--- src/rtl/apb_master_arbiter.sv ---
// rtl/apb_master_arbiter.sv - round-robin multi-requester APB master with address decode and wait-state timeout
module apb_master_arbiter #(
    parameter int NO_OF_REQUESTERS  = 2,
    parameter int NO_OF_SLAVES      = 1,
    parameter int ADDRESS_WIDTH     = 32,
    parameter int DATA_WIDTH        = 32,
    parameter int SLAVE_MEMORY_SIZE = 12,
    parameter int SLAVE_MEMORY_GAP  = 5,
    parameter int TIMEOUT_CYCLES    = 16
) (
    input  logic                                         pclk,
    input  logic                                         preset,
    input  logic [NO_OF_REQUESTERS-1:0]                  req_valid,
    output logic [NO_OF_REQUESTERS-1:0]                  req_ready,
    input  logic [NO_OF_REQUESTERS-1:0]                  req_write,
    input  logic [NO_OF_REQUESTERS*ADDRESS_WIDTH-1:0]    req_addr,
    input  logic [NO_OF_REQUESTERS*DATA_WIDTH-1:0]       req_wdata,
    input  logic [NO_OF_REQUESTERS*(DATA_WIDTH/8)-1:0]   req_strb,
    input  logic [NO_OF_REQUESTERS*3-1:0]                req_prot,
    output logic [NO_OF_REQUESTERS-1:0]                  rsp_valid,
    output logic [DATA_WIDTH-1:0]                        rsp_rdata,
    output logic                                         rsp_err,
    output logic [NO_OF_SLAVES-1:0]                      psel,
    output logic                                         penable,
    output logic                                         pwrite,
    output logic [ADDRESS_WIDTH-1:0]                     paddr,
    output logic [DATA_WIDTH-1:0]                        pwdata,
    output logic [DATA_WIDTH/8-1:0]                      pstrb,
    output logic [2:0]                                   pprot,
    input  logic [NO_OF_SLAVES*DATA_WIDTH-1:0]           prdata,
    input  logic [NO_OF_SLAVES-1:0]                      pready,
    input  logic [NO_OF_SLAVES-1:0]                      pslverr,
    output logic [2:0]                                   fsm_state
);
    localparam int STRB_WIDTH = DATA_WIDTH / 8;
    localparam int REQ_W = (NO_OF_REQUESTERS > 1) ? $clog2(NO_OF_REQUESTERS) : 1;
    localparam int SLV_W = (NO_OF_SLAVES > 1) ? $clog2(NO_OF_SLAVES) : 1;
    localparam int CNT_W = (TIMEOUT_CYCLES > 0) ? $clog2(TIMEOUT_CYCLES + 1) : 1;
    localparam logic [63:0] WINDOW = 64'(SLAVE_MEMORY_SIZE) * 64'd1024;
    localparam logic [63:0] STRIDE = WINDOW + 64'(SLAVE_MEMORY_GAP);

    typedef enum logic [2:0] {
        NO_STATE = 3'd0,
        IDLE     = 3'd1,
        SETUP    = 3'd2,
        ACCESS   = 3'd3
    } state_t;

    state_t state, next_state;

    logic [REQ_W-1:0]         last_grant;
    logic [REQ_W-1:0]         cap_req;
    logic [SLV_W-1:0]         cap_slv;
    logic                     cap_write;
    logic [ADDRESS_WIDTH-1:0] cap_addr;
    logic [DATA_WIDTH-1:0]    cap_wdata;
    logic [STRB_WIDTH-1:0]    cap_strb;
    logic [2:0]               cap_prot;
    logic [CNT_W-1:0]         wait_cnt;
    logic [NO_OF_REQUESTERS-1:0] rsp_valid_r;
    logic [DATA_WIDTH-1:0]    rsp_rdata_r;
    logic                     rsp_err_r;

    logic                     gnt_found;
    logic [REQ_W-1:0]         gnt_idx;
    logic [31:0]              cand;
    logic [ADDRESS_WIDTH-1:0] gnt_addr;
    logic                     grant;
    logic                     dec_hit;
    logic [SLV_W-1:0]         dec_idx;
    logic [63:0]              addr_ext;
    logic [63:0]              base;
    logic                     cur_ready;
    logic                     cur_err;
    logic [DATA_WIDTH-1:0]    cur_rdata;
    logic                     timeout;

    // Round-robin search: first valid requester after the last one granted.
    always_comb begin
        gnt_found = 1'b0;
        gnt_idx   = '0;
        cand      = '0;
        for (int i = 1; i <= NO_OF_REQUESTERS; i++) begin
            cand = (32'(last_grant) + 32'(i)) % 32'(NO_OF_REQUESTERS);
            if (!gnt_found && req_valid[cand]) begin
                gnt_found = 1'b1;
                gnt_idx   = cand[REQ_W-1:0];
            end
        end
    end

    assign gnt_addr = req_addr[32'(gnt_idx)*ADDRESS_WIDTH +: ADDRESS_WIDTH];
    assign grant    = (state == IDLE) && gnt_found && !preset;

    // Window decode of the granted address; gap bytes and addresses past the last slave miss.
    always_comb begin
        dec_hit  = 1'b0;
        dec_idx  = '0;
        base     = '0;
        addr_ext = 64'(gnt_addr);
        for (int k = 0; k < NO_OF_SLAVES; k++) begin
            base = STRIDE * 64'(k);
            if (!dec_hit && (addr_ext >= base) && (addr_ext < base + WINDOW)) begin
                dec_hit = 1'b1;
                dec_idx = SLV_W'(k);
            end
        end
    end

    assign cur_ready = pready[cap_slv];
    assign cur_err   = pslverr[cap_slv];
    assign cur_rdata = prdata[32'(cap_slv)*DATA_WIDTH +: DATA_WIDTH];
    // A ready slave on the last allowed cycle still completes normally.
    assign timeout   = (state == ACCESS) && !cur_ready && (wait_cnt == CNT_W'(TIMEOUT_CYCLES));

    // State register.
    always_ff @(posedge pclk) begin
        if (preset) state <= IDLE;
        else        state <= next_state;
    end

    // Next-state logic; unmapped grants stay in IDLE and answer from there.
    always_comb begin
        next_state = state;
        case (state)
            IDLE:    if (grant && dec_hit) next_state = SETUP;
            SETUP:   next_state = ACCESS;
            ACCESS:  if (cur_ready || timeout) next_state = IDLE;
            default: next_state = IDLE;
        endcase
    end

    // Bus strobes, accept pulse and state report.
    always_comb begin
        psel      = '0;
        penable   = 1'b0;
        req_ready = '0;
        fsm_state = state;
        if (state == SETUP || state == ACCESS) psel[cap_slv] = 1'b1;
        if (state == ACCESS)                   penable = 1'b1;
        if (grant)                             req_ready[gnt_idx] = 1'b1;
    end

    // Request capture, wait counting and registered response; reset drops any pending response.
    always_ff @(posedge pclk) begin
        if (preset) begin
            last_grant  <= REQ_W'(NO_OF_REQUESTERS - 1);
            cap_req     <= '0;
            cap_slv     <= '0;
            cap_write   <= 1'b0;
            cap_addr    <= '0;
            cap_wdata   <= '0;
            cap_strb    <= '0;
            cap_prot    <= '0;
            wait_cnt    <= '0;
            rsp_valid_r <= '0;
            rsp_rdata_r <= '0;
            rsp_err_r   <= 1'b0;
        end else begin
            rsp_valid_r <= '0;
            if (grant) begin
                last_grant <= gnt_idx;
                cap_req    <= gnt_idx;
                cap_slv    <= dec_idx;
                cap_write  <= req_write[gnt_idx];
                cap_addr   <= gnt_addr;
                cap_wdata  <= req_wdata[32'(gnt_idx)*DATA_WIDTH +: DATA_WIDTH];
                cap_strb   <= req_strb[32'(gnt_idx)*STRB_WIDTH +: STRB_WIDTH];
                cap_prot   <= req_prot[32'(gnt_idx)*3 +: 3];
                wait_cnt   <= '0;
                if (!dec_hit) begin
                    rsp_valid_r[gnt_idx] <= 1'b1;
                    rsp_rdata_r          <= '0;
                    rsp_err_r            <= 1'b1;
                end
            end
            if (state == ACCESS) begin
                if (cur_ready) begin
                    rsp_valid_r[cap_req] <= 1'b1;
                    rsp_rdata_r          <= cap_write ? '0 : cur_rdata;
                    rsp_err_r            <= cur_err;
                end else if (timeout) begin
                    rsp_valid_r[cap_req] <= 1'b1;
                    rsp_rdata_r          <= '0;
                    rsp_err_r            <= 1'b1;
                end else begin
                    wait_cnt <= wait_cnt + 1'b1;
                end
            end
        end
    end

    assign rsp_valid = rsp_valid_r;
    assign rsp_rdata = rsp_rdata_r;
    assign rsp_err   = rsp_err_r;
    assign pwrite    = cap_write;
    assign paddr     = cap_addr;
    assign pwdata    = cap_wdata;
    assign pstrb     = cap_strb;
    assign pprot     = cap_prot;

endmodule

--- config.mk ---
export PLATFORM = sky130hd
export DESIGN_NAME = apb_master_arbiter
export DESIGN_NICKNAME = d
export VERILOG_FILES = /design/src/rtl/apb_master_arbiter.sv
export SDC_FILE = /design/constraint.sdc
export NUM_CORES = 1
export LEC_CHECK = 0
export CAP_MARGIN = 25
export CELL_PAD_IN_SITES_DETAIL_PLACEMENT = 1
export CELL_PAD_IN_SITES_GLOBAL_PLACEMENT = 2
export CORE_UTILIZATION = 18
export CTS_CLUSTER_DIAMETER = 50
export DETAILED_ROUTE_END_ITERATION = 7
export PLACE_DENSITY = 0.76
export SLEW_MARGIN = 0
export SYNTH_ARGS = -nofsm -noshare
export SYNTH_HDL_FRONTEND = slang
export SYNTH_SLANG_ARGS = --single-unit
--- constraint.sdc ---
create_clock -name pclk -period 1.85 [get_ports pclk]
set_input_delay 0.185 -clock pclk [delete_from_list [all_inputs] [get_ports pclk]]
set_output_delay 0.185 -clock pclk [all_outputs]
set_load 0.02 [all_outputs]
==> qor.csv <==
stage;metric;value;unit
status;status;complete, but fails checks;
status;violations;DRC;
cts;max-clock-path-buffers;2;
job;maxCapViolations;0;
worst_setup_path;r2r-start;fsm_state[1];
worst_setup_path;crit_family;compound AO/OA/AOI/OAI gates;
grt;grt_antenna_before_repair;0;
cts;cts_hold_buffers;0;
worst_setup_path;path_class;reg -> reg;
worst_setup_path;cp_slowest_cell;dfxtp_2;
cells_and_area;drive_above_1_share;12.15;%
synthesis;synth_area;4835;um2
drt;drt-pass1-iter-count;7;
drt;ant_nets;0;
timing;hold_viol_final;0;
cells_and_area;final_cell_mix;clkdlybuf4s50_1, dfxtp_1, mux2i_1, nor2_1, a211oi_1;
synthesis;ys_seq_area_share;48.03;%
worst_setup_path;r2r_cells;8;
cts;cts_max_level;4;
power_and_ir_drop;total_power;10700;uW
floorplan;initial_core_util;18.45;%
drt;drc;14;
timing;fin_crit;1.761;ns
worst_setup_path;end_kind;flop;
floorplan;io_pins;296;
worst_setup_path;max_stage_delay;0.33;ns
worst_setup_path;crit_chain;inv_2, ha_4, o21ai_1, or2_1, buf_4, o21a_4, buf_4, a22o_1;
timing;setup_ws;0.08859;ns
synthesis;synthFlopType;dfxtp_1;
synthesis;synth-async-reset-ratio;0;%
synthesis;syn-num-nets;678;
worst_setup_path;arrival;2.06;ns
floorplan;num_rows;59;
cts;clkLatencyLatePin;0.41;ns
grt;grt_max_degree;50;
placed_design;placed_cells;1125;
synthesis;syn_inst;490;
worst_setup_path;crit_cells;8;
cells_and_area;syn_to_final_growth;88.20;%
worst_setup_path;reg2reg_to;rsp_rdata[0];
min_path;min_path_cells;3;
timing;worst_slew_pin_slew;0.5747;ns
cells_and_area;final_common_cell;clkdlybuf4s50_1;
cts;cts_tree;built;
min_path;worstHoldStart;preset;
drt;viasPerCell;4.228;
timing;rsz0062_at_grt;true;
worst_setup_path;rrSetupSlack;0.09;ns
worst_setup_path;path_common_cell;buf_4;
grt;grt_pass1_wl;28570;um
drt;drt_iter0_drc;145;
timing;slew_viol_final;0;
power_and_ir_drop;power-per-cell-area;1176;nW/um2
drt;vias;4896;
timing;relSlewSlack;61.68;%
cts;cts.sinks;116;
min_path;whs_endpoint;wait_cnt[3];
timing;finalCritPeriodShare;95.21;%
cells_and_area;final_nets;998;
synthesis;synth.avg_cell_area;9.867;um2
worst_setup_path;critPathRequiredTime;2.15;ns
grt;grt-ovfl-total;0;
min_path;hold_class;in -> reg;
cts;clkTransAtPathRegs;0.06;ns
timing;setup_tns;0;ns
floorplan;die_w;165.9;um
cells_and_area;post-route-util;34.72;%
cts;numCtsBuffers;17;
power_and_ir_drop;peakVddDrop;385.7;uV
drt;detail_route.wl_per_cell;15.64;um
worst_setup_path;cp_max_fo;5;
grt;grt_pass1_vias;5178;
placed_design;gp_congestion;0.7942;
floorplan;fp.dieH;165.9;um
floorplan;coreArea;26210;um2
worst_setup_path;startpoint_type;flop;
cts;root_buffer;clkbuf_16;
timing;fmax;0.5677;GHz
synthesis;netlist-cell-type-count;41;
timing;setup_viol;0;
grt;grtUsageTotal;13.30;%
synthesis;synth_edf_count;0;
placed_design;dp_slack;-0.3339;ns
placed_design;io_buffers;294;
cells_and_area;diodes;0;
drt;drt_wl_total;18110;um
synthesis;ys_warn_count;0;
power_and_ir_drop;p_leak;0.003411;uW
worst_setup_path;path_buf_inv;3;
timing;skew;0.008421;ns
synthesis;synth-seq-cells;116;
cells_and_area;final_cells;1158;
floorplan;dieArea;27520;um2
placed_design;dp_hpwl;14000;um
layout make-up:
cell class,count,area [um2]
multi-input cells,328,2352
flip-flops and latches,116,2325
inverters,7,26.28
repair buffers,340,3379
clock buffers,17,425.4
clock inverters,15,171.4
fillers,2968,17110
well taps,335,419.2
cells in the mapped netlist (all sizes together), types with 3 or more instances:
| library cell | n | share of area [%] |
|---|---|---|
| nor2 | 66 | 5.1 |
| a22o | 32 | 5.8 |
| dfxtp | 116 | 48 |
| a21oi | 6 | 0.62 |
| clkbuf | 23 | 1.8 |
| nand2 | 26 | 2.0 |
| ha | 6 | 1.6 |
| inv | 7 | 0.54 |
| a211oi | 56 | 8.7 |
| mux2i | 72 | 15 |
| nand3 | 3 | 0.31 |
| nor4 | 11 | 1.4 |
| buf | 16 | 2.0 |
| or2 | 3 | 0.39 |
| o21ai | 24 | 2.5 |
how the worst max path moves through the flow:
stage | start | to | slack [ns]
final | fsm_state[1] | rsp_rdata[0] | 0.09
after global routing | wait_cnt[0] | fsm_state[0] | -0.02
after CTS | fsm_state[1] | req_ready[1] | 0.01
after detailed placement | req_addr[27] | fsm_state[0] | -0.33
after global placement | req_addr[27] | fsm_state[0] | -0.30
after floorplan | fsm_state[1] | fsm_state[0] | -0.003
worst min-delay path: cells and delay by family:
kind	cells	cell delay (ns)
buffers and inverters	2	0.30
AOI/OAI and AO/OA	1	0.05
metal layers:
layer / global-route usage (%) / routed length, um
met2: 22.86 / 8929
met3: 4.552 / 1301
met1: 15.57 / 7603
met4: 3.982 / 277
met5: 0 / 0
power by group:
part / total, uW / internal (uW) / leakage [uW] / switching, uW
clock network: 3350 / 2020 / 0.000291 / 1330
logic: 4080 / 2060 / 0.00217 / 2030
registers: 3270 / 3000 / 0.000951 / 271
total: 10700 / 7070 / 0.00341 / 3630
flip-flops by register name, summed over array words and instances (netlist names):
signal and count:
rsp_err 1, rsp_rdata 32, pprot 3, pwdata 32
pstrb 4, rsp_valid 2, wait_cnt 5, cap_req 1
pwrite 1, paddr 32, last_grant 1, fsm_state 2
through the flow:
| stage | hold slack, ns | area, um2 |
|---|---|---|
| floorplan | 0.3105 | 4843 |
| global placement | 0.4354 | 8458 |
| detailed placement | 0.4479 | 8458 |
| CTS | 0.1776 | 9049 |
| global route | 0.1805 | 9099 |
| finish | 0.1770 | 9099 |
logic make-up (layout without fill, tap and decap cells):
kind of cell,Yosys count,in the layout,share of synthesized area (%)
AO/OA/AOI/OAI,127,127,19.44
AND/OR/NAND/NOR,122,122,11.67
flip-flops,116,116,48.03
multiplexers,72,72,14.91
buffers and inverters,46,379,4.322
adder cells (fa/ha/maj),6,6,1.553
other,1,1,0.07757
what timing repair did:
| item | in CTS | in global routing |
|---|---|---|
| gates resized for setup | 18 | 13 |
| pin swaps | 0 | 4 |
| setup endpoints to repair | 6 | 71 |
| setup buffers | 0 | 1 |
No activity file was read; power rests on OpenSTA's default activity.
